## src/rtl/silent_lpf_sequencer.sv

```systemverilog
// Purpose: sequences the silent LPF, turning divided timer ticks or software requests into single-cycle LPF_UPDATE pulses.
// Latency: request in cycle N gives LPF_UPDATE in cycle N+1; a queued request issues 2 cycles after the completion edge.
// Backpressure: while a sweep is in flight, one request is held in PENDING and further ones are dropped and counted in OVERRUN.
//
// Ports:
//   CLK, RST         clock and synchronous active-high reset
//   TICK, DIV        periodic timing pulse; an update is requested every DIV+1 ticks
//   FORCE_UPDATE     software request that bypasses the divider
//   SILENT_EN        requested LPF enable, latched at sweep start
//   STEP_CFG         requested LPF step, latched at sweep start
//   LPF_OUT_VALID    sweep-done level from the LPF; its rising edge marks completion
//   LPF_UPDATE       single-cycle pulse that starts one LPF sweep
//   LPF_ENABLE       latched enable driven to the LPF
//   LPF_STEP         latched step driven to the LPF
//   BUSY             sweep in flight
//   PENDING          one request queued behind the current sweep
//   OVERRUN          saturating count of dropped requests
//   ERR              sticky watchdog error
//
// Build option: define SILENT_LPF_SEQ_WATCHDOG_EN to abort sweeps that run
// for TIMEOUT cycles without completing and flag ERR. Without it ERR is tied 0.

module silent_lpf_sequencer #(
    parameter int WIDTH     = 8,
    parameter int DIV_WIDTH = 16,
    parameter int OVR_WIDTH = 8,
    parameter int TIMEOUT   = 1024
) (
    input  logic                 CLK,
    input  logic                 RST,
    input  logic                 TICK,
    input  logic [DIV_WIDTH-1:0] DIV,
    input  logic                 SILENT_EN,
    input  logic [WIDTH-1:0]     STEP_CFG,
    input  logic                 FORCE_UPDATE,
    input  logic                 LPF_OUT_VALID,
    output logic                 LPF_UPDATE,
    output logic                 LPF_ENABLE,
    output logic [WIDTH-1:0]     LPF_STEP,
    output logic                 BUSY,
    output logic                 PENDING,
    output logic [OVR_WIDTH-1:0] OVERRUN,
    output logic                 ERR
);

    typedef enum logic [1:0] {
        S_IDLE  = 2'd0,
        S_ISSUE = 2'd1,
        S_WAIT  = 2'd2
    } state_t;

    state_t               state;
    logic [DIV_WIDTH-1:0] div_cnt;
    logic                 lpf_valid_q;
    logic                 div_req;
    logic                 req_any;
    logic                 done_edge;

    // Exact compare only: if DIV drops below div_cnt the counter runs on,
    // wraps through all-ones and matches on the way back up.
    assign div_req   = TICK && (div_cnt == DIV);
    // Divider and software request in the same cycle count as one request.
    assign req_any   = div_req | FORCE_UPDATE;
    // OUT_VALID may still be high from the previous sweep when UPDATE is
    // issued; only a fresh rising edge means this sweep finished.
    assign done_edge = LPF_OUT_VALID & ~lpf_valid_q;
    assign BUSY      = (state != S_IDLE);

`ifdef SILENT_LPF_SEQ_WATCHDOG_EN
    localparam int WDOG_W = (TIMEOUT > 2) ? $clog2(TIMEOUT) : 1;

    logic [WDOG_W-1:0] wdog_cnt;
    logic              wdog_hit;

    // wdog_cnt is 0 in the first WAIT cycle, so the abort decision is made
    // when the count is about to reach TIMEOUT-1; ERR and IDLE then appear
    // TIMEOUT cycles after the LPF_UPDATE pulse.
    assign wdog_hit = (wdog_cnt == WDOG_W'(TIMEOUT - 2));
`else
    assign ERR = 1'b0;
`endif

    always_ff @(posedge CLK) begin
        if (RST) begin
            state       <= S_IDLE;
            div_cnt     <= '0;
            lpf_valid_q <= 1'b0;
            LPF_UPDATE  <= 1'b0;
            LPF_ENABLE  <= 1'b0;
            LPF_STEP    <= '0;
            PENDING     <= 1'b0;
            OVERRUN     <= '0;
`ifdef SILENT_LPF_SEQ_WATCHDOG_EN
            wdog_cnt    <= '0;
            ERR         <= 1'b0;
`endif
        end else begin
            lpf_valid_q <= LPF_OUT_VALID;
            LPF_UPDATE  <= 1'b0;

            if (TICK) begin
                div_cnt <= div_req ? '0 : div_cnt + DIV_WIDTH'(1);
            end

            // Requests during a sweep (including the completion cycle) queue
            // one deep; anything beyond that is dropped and counted.
            if (BUSY && req_any) begin
                if (!PENDING) begin
                    PENDING <= 1'b1;
                end else if (OVERRUN != {OVR_WIDTH{1'b1}}) begin
                    OVERRUN <= OVERRUN + OVR_WIDTH'(1);
                end
            end

            case (state)
                S_IDLE: begin
                    if (req_any || PENDING) begin
                        LPF_STEP   <= STEP_CFG;
                        LPF_ENABLE <= SILENT_EN;
                        // Serving a queued request while a new one arrives
                        // keeps the new one queued rather than losing it.
                        PENDING    <= PENDING & req_any;
                        LPF_UPDATE <= 1'b1;
                        state      <= S_ISSUE;
                    end
                end
                S_ISSUE: begin
                    state <= S_WAIT;
`ifdef SILENT_LPF_SEQ_WATCHDOG_EN
                    wdog_cnt <= '0;
`endif
                end
                S_WAIT: begin
                    if (done_edge) begin
                        state <= S_IDLE;
                    end
`ifdef SILENT_LPF_SEQ_WATCHDOG_EN
                    else if (wdog_hit) begin
                        // Abort the stuck sweep; a request queued behind it
                        // is discarded, later requests are served normally.
                        state   <= S_IDLE;
                        ERR     <= 1'b1;
                        PENDING <= 1'b0;
                    end else begin
                        wdog_cnt <= wdog_cnt + WDOG_W'(1);
                    end
`endif
                end
                default: state <= S_IDLE;
            endcase
        end
    end

endmodule

```

## config.mk

```make
export PLATFORM = sky130hd
export DESIGN_NAME = silent_lpf_sequencer
export DESIGN_NICKNAME = d
export VERILOG_FILES = /design/src/rtl/silent_lpf_sequencer.sv
export SDC_FILE = /design/constraint.sdc
export NUM_CORES = 1
export LEC_CHECK = 0
export ABC_AREA = 1
export CAP_MARGIN = 20
export CORE_MARGIN = 2
export CORE_UTILIZATION = 65
export CTS_CLUSTER_SIZE = 24
export DETAILED_ROUTE_END_ITERATION = 7
export DONT_BUFFER_PORTS = 1
export GPL_ROUTABILITY_DRIVEN = 1
export PLACE_DENSITY = 0.81
export SLEW_MARGIN = 20
export SYNTH_ARGS = -nofsm -noshare
export SYNTH_HDL_FRONTEND = slang
export SYNTH_SLANG_ARGS = --single-unit
```

## constraint.sdc

```tcl
create_clock -name CLK -period 3.1 [get_ports CLK]
set_input_delay 0.62 -clock CLK [delete_from_list [all_inputs] [get_ports CLK]]
set_output_delay 0.62 -clock CLK [all_outputs]
set_load 0.02 [all_outputs]
```

==> metrics.txt <==
status=finished, final reports clean; CP required=roughly 3.4 ns; CP Launch Type=flop; Peak Freq=between 400 and 500 MHz; Filler cells=~230; final global-route overflow total=0; largest net degree at the start of global routing=15; syn avg cell area=just over 7 µm²; WHS Path Cells=1; Hold Startpoint=RST; Core Area=2780 µm²; CP arrival=2.30 ns; VDD IR max=roughly 450 µV; cts repair resizes=0; reg-to-reg endpoint=OVERRUN[7]; clk slew on worst S/H paths=roughly 0.11 ns; Clock Tree Root=clkbuf_4; hold_buf cts=0; 1st-iter DRT viols=a little over 60; worst min path class=in2reg; DR vias=between 1500 and 2000; 1st-pass router iterations=4; Tcrit/Tclk final=65.2%; share of cells above drive strength 1=under 10%; final wirelength=between 3000 and 4000 µm; average wire per standard cell=11.9 µm; GRT Total Usage=22.4%; clock sink count=38; Final Hold Vio Count=0; number of max-cap violations=0; slew at the pin closest to its max-slew limit=0.503 ns; Post-DP HPWL=about 2800 µm; global-route wire length before repair=5840 µm; initial antenna violation count=0; clock skew=0.00755 ns; Layout Nets=~300; total nets after synthesis=around 310; Starting Density=about 70%; reg2reg path depth=7; final setup TNS=0 ns; power per cell area=between 400 and 500 nW/µm²; Worst Setup Path Type=reg2reg; RR Startpoint=OVERRUN[0]; fin. max-slew vios=0; Syn-to-layout area delta=3.88%; n_diodes=0; Setup Viol. Count Final=0; Synth Instances=274; Total Die Area=roughly 3400 µm²; #FFs+latches synth=38; TritonCTS Buffers=5; RD Place Congestion=0.830; Pleak=0.000847 µW; # H-tree levels=2; internal reg-to-reg setup slack=approximately 1.1 ns; CTS tree=done; Seq/Total Area, Yosys=39.3%; Port Buffers=0; Synth Warn #=0; Hold Path Sink=OVERRUN[4]; CP Capture Type=flop; maximum clock path buffer count=2; drt drc=0; Worst-Skew Late Latency=roughly 0.34 ns; via/cell ratio=roughly 5.4; RSZ-0062 raised after global routing=no; vias in the first global route=roughly 1500; Core Rows=19; IO Count=51; DRT antenna net count=0; critical path fanouts, max=9; Synth cell types=32; Post-CTS Setup Inserts=0; total power=898 µW; die height=58.6 µm; die width=58.6 µm; Slew headroom=between 60% and 70%; minimum clock period=roughly 2.0 ns; synthesized area=1940 µm²
==> Yosys cell counts (all sizes together) <==
library cell  count  area share (%)
inv              37             7.2
o21ai            11             2.8
nor3b             2            0.78
nor3              9             3.2
ha                2             1.3
nor4              1             1.1
dfxtp            38              39
o32ai             1            0.45
nand3            13             4.1
conb              1            0.19
and3              1            0.32
nand2            63              13
xnor2             7             3.2
xor2              6             2.7
nor2             50              10
buf               2            0.65
a21oi            15             4.7
o22ai             1            0.32
clkbuf            3            0.58
o31ai             1            0.39
nand4            10             3.6
==> logic make-up after synthesis <==
group,Yosys count,share of synthesized area (%)
simple gates,149,36.3
buf+inv,42,8.40
other cells,1,0.194
xor+xnor,13,5.88
compound gates,29,8.66
flops,38,39.3
fa+ha+maj,2,1.29
==> power by group <==
part | internal, µW | total [µW] | switching, µW
logic | 28.0 | 87.6 | 59.5
registers | 510 | 545 | 35.3
clock network | 110 | 265 | 155
total | 648 | 898 | 250
==> per-stage QoR <==
| step | cell area, µm² | util (%) | hold WS, ns | cells | setup slack (ns) |
|---|---|---|---|---|---|
| 2_1_floorplan | 1940 | - | 0.461 | 274 | 1.45 |
| 3_3_place_gp | 1950 | 70.1 | 0.482 | 300 | 1.15 |
| 3_5_place_dp | 1950 | 70.1 | 0.505 | 300 | 1.10 |
| 4_1_cts | 2010 | 72.3 | 0.327 | 308 | 1.09 |
| 5_1_grt | 2010 | 72.3 | 0.306 | 308 | 0.927 |
| 6_report | 2010 | 72.3 | 0.330 | 308 | 1.08 |
==> flip-flops by register name, summed over array words and instances (netlist names) <==
name         count
LPF_UPDATE       1
LPF_STEP         8
div_cnt         16
OVERRUN          8
lpf_valid_q      1
LPF_ENABLE       1
PENDING          1
state            2
==> worst max-delay path, stage by stage (launching register included) <==
cell     delay (ns)
dfxtp_1        0.53
ha_1           0.27
nand3_1        0.09
nor2_1         0.21
nand3_1        0.31
nand4_2        0.31
nand2_1        0.08
a21oi_1        0.16
==> worst max-delay path by stage <==
| stage | startpoint | endpoint | depth (start not counted) |
|---|---|---|---|
| 6_report | OVERRUN[0] | OVERRUN[7] | 7 |
| 3_5_place_dp | DIV[0] | div_cnt[15] | 11 |
| 3_3_place_gp | DIV[7] | div_cnt[15] | 11 |
| 2_1_floorplan | OVERRUN[0] | OVERRUN[2] | 7 |
| 5_1_grt | OVERRUN[0] | OVERRUN[0] | 7 |
| 4_1_cts | OVERRUN[0] | OVERRUN[7] | 7 |
==> placed cells by master (no fill, tap or decap), types with 2 or more instances in the layout <==
master    netlist  layout
xnor2_1         7       7
nor3b_1         2       2
nand4_1         9       9
o21ai_0        10      10
xor2_1          6       6
a21oi_1        13      13
dfxtp_1        38      38
nand2_1        59      59
nand3_1        10      10
nand2_2         4       4
ha_1            2       2
nor2_4          2       2
inv_2           5       5
clkbuf_4        0       5
nor2_1         48      48
nand3_2         3       3
nor3_1          7       7
inv_1          32      32
==> layer usage <==
| metal | share of wire [%] | vias to the layer above | track usage (%) |
|---|---|---|---|
| li1 | - | 869 | - |
| met1 | 43 | 736 | 25.9 |
| met2 | 48 | 48 | 37.2 |
| met3 | 6.8 | 11 | 7.47 |
| met4 | 2.3 | 0 | 10.7 |
| met5 | 0 | - | 0 |
==> cell type report <==
class	instances	area, µm²	area share, %
Multi-Input combinational cell	194	1010	50.3
Sequential cell	38	761	37.8
Inverter	37	139	6.91
Clock buffer	7	55.1	2.74
Tap cell	31	38.8	1.93
Clock inverter	1	5.00	0.249
No activity file was read; power rests on OpenSTA's default activity.
